File: config.mk
export PLATFORM = sky130hd
export DESIGN_NAME = ball_motion
export DESIGN_NICKNAME = d
export VERILOG_FILES = /design/src/rtl/ball_motion.sv
export SDC_FILE = /design/constraint.sdc
export NUM_CORES = 1
export LEC_CHECK = 0
export ABC_CLOCK_PERIOD_IN_PS = 9600
export CAP_MARGIN = 20
export CORE_ASPECT_RATIO = 1.25
export CORE_UTILIZATION = 35
export CTS_CLUSTER_SIZE = 40
export DETAILED_ROUTE_END_ITERATION = 8
export MAX_ROUTING_LAYER = met4
export PLACE_DENSITY_LB_ADDON = 0.12
export SYNTH_ARGS = -nofsm -noshare
export SYNTH_HDL_FRONTEND = slang
export SYNTH_SLANG_ARGS = --single-unit
File: constraint.sdc
create_clock -name pixel_clk_in -period 9.6 [get_ports pixel_clk_in]
set_clock_uncertainty 0.1 [all_clocks]
set_input_delay 2.88 -clock pixel_clk_in [delete_from_list [all_inputs] [get_ports pixel_clk_in]]
set_output_delay 2.88 -clock pixel_clk_in [all_outputs]
set_load 0.005 [all_outputs]
File: src/rtl/ball_motion.sv
// Ball physics for the tile renderer: accepts a shot, resolves its direction, then rolls an
// 8.8 fixed-point position with linear friction once per frame. Optional macro: BALL_BOUNCE_EN.

module cos_sin_lookup #(
  parameter int LATENCY = 1
) (
  input  logic        clk_in,
  input  logic [15:0] angle_in,
  output logic [8:0]  cos_abs,
  output logic        cos_sign,
  output logic [8:0]  sin_abs,
  output logic        sin_sign
);

  // Quarter-wave sine, 16 steps per quadrant, scaled to 256 and rounded to nearest.
  function automatic logic [8:0] quarter_sin(input logic [4:0] k);
    logic [8:0] v;
    case (k)
      5'd0:    v = 9'd0;
      5'd1:    v = 9'd25;
      5'd2:    v = 9'd50;
      5'd3:    v = 9'd74;
      5'd4:    v = 9'd98;
      5'd5:    v = 9'd121;
      5'd6:    v = 9'd142;
      5'd7:    v = 9'd162;
      5'd8:    v = 9'd181;
      5'd9:    v = 9'd198;
      5'd10:   v = 9'd213;
      5'd11:   v = 9'd226;
      5'd12:   v = 9'd237;
      5'd13:   v = 9'd245;
      5'd14:   v = 9'd251;
      5'd15:   v = 9'd255;
      5'd16:   v = 9'd256;
      default: v = 9'd0;
    endcase
    return v;
  endfunction

  logic [1:0]  w_quad;
  logic [3:0]  w_idx;
  logic [8:0]  w_lo;
  logic [8:0]  w_hi;
  logic [19:0] w_result;
  logic [19:0] r_pipe [LATENCY];

  assign w_quad = angle_in[15:14];
  assign w_idx  = angle_in[13:10];
  assign w_lo   = quarter_sin({1'b0, w_idx});
  assign w_hi   = quarter_sin(5'd16 - {1'b0, w_idx});

  // Packed as {cos_abs, cos_sign, sin_abs, sin_sign}.
  always_comb begin
    w_result = '0;
    case (w_quad)
      2'd0:    w_result = {w_hi, 1'b1, w_lo, 1'b1};
      2'd1:    w_result = {w_lo, 1'b0, w_hi, 1'b1};
      2'd2:    w_result = {w_hi, 1'b0, w_lo, 1'b0};
      default: w_result = {w_lo, 1'b1, w_hi, 1'b0};
    endcase
  end

  always_ff @(posedge clk_in) begin
    r_pipe[0] <= w_result;
    for (int unsigned i = 1; i < LATENCY; i++) begin
      r_pipe[i] <= r_pipe[i-1];
    end
  end

  assign {cos_abs, cos_sign, sin_abs, sin_sign} = r_pipe[LATENCY-1];

endmodule

module ball_motion #(
  parameter int WIDTH          = 160,
  parameter int HEIGHT         = 90,
  parameter int START_X        = 20,
  parameter int START_Y        = 45,
  parameter int FRICTION       = 16,
  parameter int LOOKUP_LATENCY = 1
) (
  input  logic        pixel_clk_in,
  input  logic        rst_in,
  input  logic        frame_tick,
  input  logic        shot_valid,
  output logic        shot_ready,
  input  logic [15:0] shot_angle,
  input  logic [3:0]  shot_power,
  output logic [7:0]  ballx,
  output logic [6:0]  bally,
  output logic        moving,
  output logic        shot_done
);

  typedef enum logic [1:0] {S_IDLE, S_LAUNCH, S_ROLL, S_DONE} state_t;

  localparam int WAIT_W = $clog2(LOOKUP_LATENCY + 2);
  localparam logic [WAIT_W-1:0] WAIT_LAST = WAIT_W'(LOOKUP_LATENCY);
  localparam logic [9:0]  FRIC    = 10'(FRICTION);
  localparam logic signed [16:0] X_MAX = 17'(WIDTH * 256 - 1);
  localparam logic signed [16:0] Y_MAX = 17'(HEIGHT * 256 - 1);
  localparam logic [15:0] X_EDGE  = 16'((WIDTH - 1) * 256);
  localparam logic [15:0] Y_EDGE  = 16'((HEIGHT - 1) * 256);
  localparam logic [15:0] X_START = 16'(START_X * 256);
  localparam logic [15:0] Y_START = 16'(START_Y * 256);

  state_t r_state;
  state_t w_next;

  logic [15:0]       r_angle;
  logic [9:0]        r_speed;
  logic [8:0]        r_cos_abs;
  logic [8:0]        r_sin_abs;
  logic              r_cos_sign;
  logic              r_sin_sign;
  logic [15:0]       r_pos_x;
  logic [15:0]       r_pos_y;
  logic [WAIT_W-1:0] r_wait;

  logic [8:0]         w_lk_cos_abs;
  logic [8:0]         w_lk_sin_abs;
  logic               w_lk_cos_sign;
  logic               w_lk_sin_sign;
  logic               w_accept;
  logic               w_launch_end;
  logic               w_step;
  logic [18:0]        w_prod_x;
  logic [18:0]        w_prod_y;
  logic [10:0]        w_dx;
  logic [10:0]        w_dy;
  logic signed [16:0] w_new_x;
  logic signed [16:0] w_new_y;
  logic               w_lo_x;
  logic               w_hi_x;
  logic               w_lo_y;
  logic               w_hi_y;
  logic               w_hit_x;
  logic               w_hit_y;
  logic [15:0]        w_clamp_x;
  logic [15:0]        w_clamp_y;
  logic               w_edge_stop;
  logic               w_stop;

  cos_sin_lookup #(.LATENCY(LOOKUP_LATENCY)) u_lookup (
    .clk_in   (pixel_clk_in),
    .angle_in (r_angle),
    .cos_abs  (w_lk_cos_abs),
    .cos_sign (w_lk_cos_sign),
    .sin_abs  (w_lk_sin_abs),
    .sin_sign (w_lk_sin_sign)
  );

  assign w_accept     = (r_state == S_IDLE) && shot_valid;
  assign w_launch_end = (r_state == S_LAUNCH) && (r_wait == WAIT_LAST);
  assign w_step       = (r_state == S_ROLL) && frame_tick;

  assign w_prod_x = 19'(r_speed) * 19'(r_cos_abs);
  assign w_prod_y = 19'(r_speed) * 19'(r_sin_abs);
  assign w_dx     = 11'(w_prod_x >> 8);
  assign w_dy     = 11'(w_prod_y >> 8);

  assign w_new_x = r_cos_sign ? signed'({1'b0, r_pos_x}) + signed'(17'(w_dx))
                              : signed'({1'b0, r_pos_x}) - signed'(17'(w_dx));
  assign w_new_y = r_sin_sign ? signed'({1'b0, r_pos_y}) + signed'(17'(w_dy))
                              : signed'({1'b0, r_pos_y}) - signed'(17'(w_dy));

  assign w_lo_x  = w_new_x < 17'sd0;
  assign w_hi_x  = w_new_x > X_MAX;
  assign w_lo_y  = w_new_y < 17'sd0;
  assign w_hi_y  = w_new_y > Y_MAX;
  assign w_hit_x = w_lo_x || w_hi_x;
  assign w_hit_y = w_lo_y || w_hi_y;

  assign w_clamp_x = w_lo_x ? '0 : (w_hi_x ? X_EDGE : w_new_x[15:0]);
  assign w_clamp_y = w_lo_y ? '0 : (w_hi_y ? Y_EDGE : w_new_y[15:0]);

`ifdef BALL_BOUNCE_EN
  assign w_edge_stop = 1'b0;
`else
  assign w_edge_stop = w_hit_x || w_hit_y;
`endif

  // Friction stop uses the pre-decrement speed, so the last step still moves by that speed.
  assign w_stop = w_edge_stop || (r_speed <= FRIC);

  always_ff @(posedge pixel_clk_in) begin
    if (rst_in) begin
      r_state <= S_IDLE;
    end else begin
      r_state <= w_next;
    end
  end

  always_comb begin
    w_next = r_state;
    case (r_state)
      S_IDLE:   if (shot_valid)   w_next = S_LAUNCH;
      S_LAUNCH: if (w_launch_end) w_next = S_ROLL;
      S_ROLL:   if (frame_tick && w_stop) w_next = S_DONE;
      S_DONE:   w_next = S_IDLE;
      default:  w_next = S_IDLE;
    endcase
  end

  always_comb begin
    shot_ready = (r_state == S_IDLE);
    moving     = (r_state == S_LAUNCH) || (r_state == S_ROLL);
    shot_done  = (r_state == S_DONE);
  end

  always_ff @(posedge pixel_clk_in) begin
    if (rst_in) begin
      r_angle    <= '0;
      r_speed    <= '0;
      r_cos_abs  <= '0;
      r_sin_abs  <= '0;
      r_cos_sign <= 1'b0;
      r_sin_sign <= 1'b0;
      r_pos_x    <= X_START;
      r_pos_y    <= Y_START;
      r_wait     <= '0;
    end else begin
      if (w_accept) begin
        r_angle <= shot_angle;
        r_speed <= {shot_power, 6'b0};
        r_wait  <= '0;
      end
      if (r_state == S_LAUNCH) begin
        r_wait <= r_wait + 1'b1;
      end
      if (w_launch_end) begin
        r_cos_abs  <= w_lk_cos_abs;
        r_sin_abs  <= w_lk_sin_abs;
        r_cos_sign <= w_lk_cos_sign;
        r_sin_sign <= w_lk_sin_sign;
      end
      if (w_step) begin
        r_pos_x <= w_clamp_x;
        r_pos_y <= w_clamp_y;
`ifdef BALL_BOUNCE_EN
        r_cos_sign <= r_cos_sign ^ w_hit_x;
        r_sin_sign <= r_sin_sign ^ w_hit_y;
`endif
        r_speed <= w_stop ? '0 : r_speed - FRIC;
      end
    end
  end

  assign ballx = r_pos_x[15:8];
  assign bally = r_pos_y[14:8];

endmodule

==> results of run 1 <==
[worst max-delay path, delay by kind of cell (launching register included)]
family                     cells  cell delay (ns)
AOI/OAI and AO/OA              7             1.72
adders and majority gates      6             2.73
buffers and inverters          2             0.09
and+or+nand+nor                9             2.60
xor gates and xnor gates       3             0.59
DFF                            1             0.88
[cell families (layout without fill, tap and decap cells)]
| family | count (synthesis) | after routing | synth area share, % |
|---|---|---|---|
| XOR/XNOR | 67 | 67 | 5.503 |
| AO/OA/AOI/OAI | 300 | 300 | 18.14 |
| AND/OR/NAND/NOR | 426 | 426 | 18.62 |
| multiplexers | 12 | 12 | 1.137 |
| adder cells (fa/ha/maj) | 215 | 215 | 30.18 |
| other | 2 | 34 | 0.06825 |
| flip-flops | 96 | 96 | 17.46 |
| buffers and inverters | 242 | 225 | 8.891 |
[worst paths after layout]
| path | start | end | slack, ns | cells past startpoint |
|---|---|---|---|---|
| max | r_speed[6] | r_speed[5] | 0.77 | 27 |
| min | u_lookup.r_pipe[0][14] | r_cos_abs[3] | 0.33 | 2 |
| max reg2reg | r_speed[6] | r_speed[5] | 0.77 | 27 |
| min reg2reg | u_lookup.r_pipe[0][14] | r_cos_abs[3] | 0.33 | 2 |
[state kept, by name, summed over array words and instances, names as in the netlist]
name / count
r_state: 2
u_lookup.w_lo: 8
r_speed: 6
r_sin_sign: 1
r_wait: 2
r_angle: 6
r_pos_y: 16
r_sin_abs: 9
r_cos_sign: 1
u_lookup.r_pipe: 20
r_pos_x: 16
r_cos_abs: 9
[metrics by stage]
| step | cells | utilization [%] | hold slack [ns] |
|---|---|---|---|
| after floorplan | 1392 | - | 0.3174 |
| after global placement | 1767 | 37.74 | 0.3214 |
| after detailed placement | 1767 | 37.74 | 0.3250 |
| after CTS | 1782 | 38.69 | 0.3360 |
| after global routing | 1782 | 38.69 | 0.3594 |
| final | 1782 | 38.69 | 0.3333 |
[power by group through the flow]
stage                     registers (mW)  clock network [mW]  logic [mW]
final                              0.574               0.379        1.25
after global routing               0.587               0.408        1.42
after CTS                          0.576               0.399        1.26
after detailed placement           0.584                   0        1.25
after global placement             0.583                   0        1.24
after floorplan                    0.526                   0        1.00
[area by class of cell]
type	instances	area, sq um	share of cell area (%)
timing repair buffer	38	357.8	2.994
clock buffer	9	225.2	1.884
clock inverter	6	67.56	0.5652
sequential	96	1922	16.08
inverter	172	645.6	5.401
multi-input combinational	1054	8227	68.82
tap	407	509.2	4.260
[layer usage]
metal / wire (microns) / GRT usage [%]
met5: 0 / -
met3: 589 / 2.050
met4: 526 / 5.034
met1: 11750 / 21.09
met2: 11200 / 26.08
[cells in the mapped netlist (11+ instances only)]
master and n:
buf_4 15, nor3_1 16, inv_1 172, xnor2_1 36
dfxtp_1 96, and2_1 78, nand2b_1 15, a211oi_1 15
clkbuf_1 46, nand3_1 18, a21o_1 14, xor2_1 30
a21oi_1 94, a22o_1 12, fa_1 84, nor2_1 103
a22oi_1 18, nand2_1 147, ha_1 131, o31ai_1 11
a31oi_1 17, o21ai_0 43
==> impl_results.md, run 1 <==
- Outcome: complete, no violations
- Register area share after synthesis: between 15 and 20%
- Hold Crit Class: reg -> reg
- Area added between synthesis and finish: 8.630%
- Clock Latency Late Sink: 0.38 ns
- TritonCTS buffer count: 9
- Detailed-route vias per instance: roughly 5
- Die Area: 0.03216 sq mm
- Most common cell after layout, fill and taps aside: inv_1
- Netlist cell types: 74
- Design Area, Final: roughly 0.012 sq mm
- Cell Area, Synth: 0.01100 sq mm
- RSZ-0062 raised after global routing: no
- Sw Share: 45.49%
- Layout cells sized above 1: 3.564%
- PostCTS Resize Cnt: 0
- Worst-path clk slew: 0.07 ns
- Critical path arrival: 9.00 ns
- GRT Total Usage: between 10% and 20%
- Worst-Margin Slew: 1.077 ns
- HPWL Detailed: 18980 microns
- Setup bufs post-CTS: 0
- CTS root buf: clkbuf_16
- Diodes inserted: 0
- NumNets Final: 1610
- Wire per inst: 13.51 microns
- Rel. slew slack: 27.83%
- Vias in the first global route: 8563
- Syn. warnings: 0
- Final Slew Violations: 0
- Final Wtd Congestion: 0.8257
- First-pass DRT Iterations: 5
- Crit Path Max Fanout: 23
- Clock Power Share: 17.2%
- Net Sw Power: approximately 1.0 mW
- EDFF count, synth: 0
- Final setup fails: 0
- Max cap viols: 0
- Setup crit end kind: flip-flop
- Worst path required time: 9.77 ns
- Ys flop type: dfxtp_1
- Die width: approximately 160 microns
- Cts hold-fix bufs: 0
- CP max-delay cell: nor3_2
- Commonest cells after routing, fill and taps aside: inv_1 (172), nand2_1 (146), ha_1 (131)
- Core area: 0.03090 sq mm
- # fillers: 3242
- Iter 0 DRT Violations: 309
- Placed Area: 0.01166 sq mm
- Htree depth: 3
- Number of remaining DRC errors: 0
- Total power: 2.208 mW
- Antenna Nets Post-Route: 0
- Port buffer count: 31
- CP most frequent cell: fa_1
- Area contributors post-synth: dfxtp_1 (17%), fa_1 (15%), ha_1 (15%)
- Maximum vdd drop: roughly 0.16 mV
- Starting density of the core: 35.61%
- Crit path launch type: flip-flop
- Number of synthesized register bits: between 90 and 100
- Total gr overflow: 0
- First-pass GRT wire length: 41740 microns
- Worst path max stage delay: around 0.93 ns
- Final WL: 24070 microns
- Total number of vias: 8866
- Pre-CTS setup slack: 0.8549 ns
- Synthesized area per cell: 8.091 sq um
- Internal power: 1.203 mW
- Clock Sinks: between 90 and 100
- Setup WS post-layout: 0.7726 ns
- Flop pwr share: 26.0%
- Crit share post-route: 91.95%
- Critical path type: reg -> reg
- Max clock buf depth: 2
- PwrDens: 184.7 mW/mm^2
- Area share of the largest cell type after synthesis: 17.46%
- Setup TNS: 0 ns
- Min Tclk post-route: 8.827 ns
- Largest net degree at the start of global routing: 72
- Combinational share of power: between 50% and 60%
- Max Fclk: 113.3 MHz
- Cell taking the most area after synthesis: dfxtp_1
- CTS tree: yes
- Ys async rst share: 0%
- Hold Vio Cnt, Final: 0
- Leakage power: approximately 5.6 nW
- FP Rows: 72
- Initial antenna violation count: 0
- Cell count after synthesis: 1360
- Top-Level Pins: 42
- Die H: between 200 and 250 microns
(Power assumes the default switching activity.)
==> run 2: changes to the inputs <==
Settings changed: CTS_CLUSTER_SIZE 40 to not set.
==> results of run 2 <==
Final layout, timing and power as in run 1 (identical DEF).
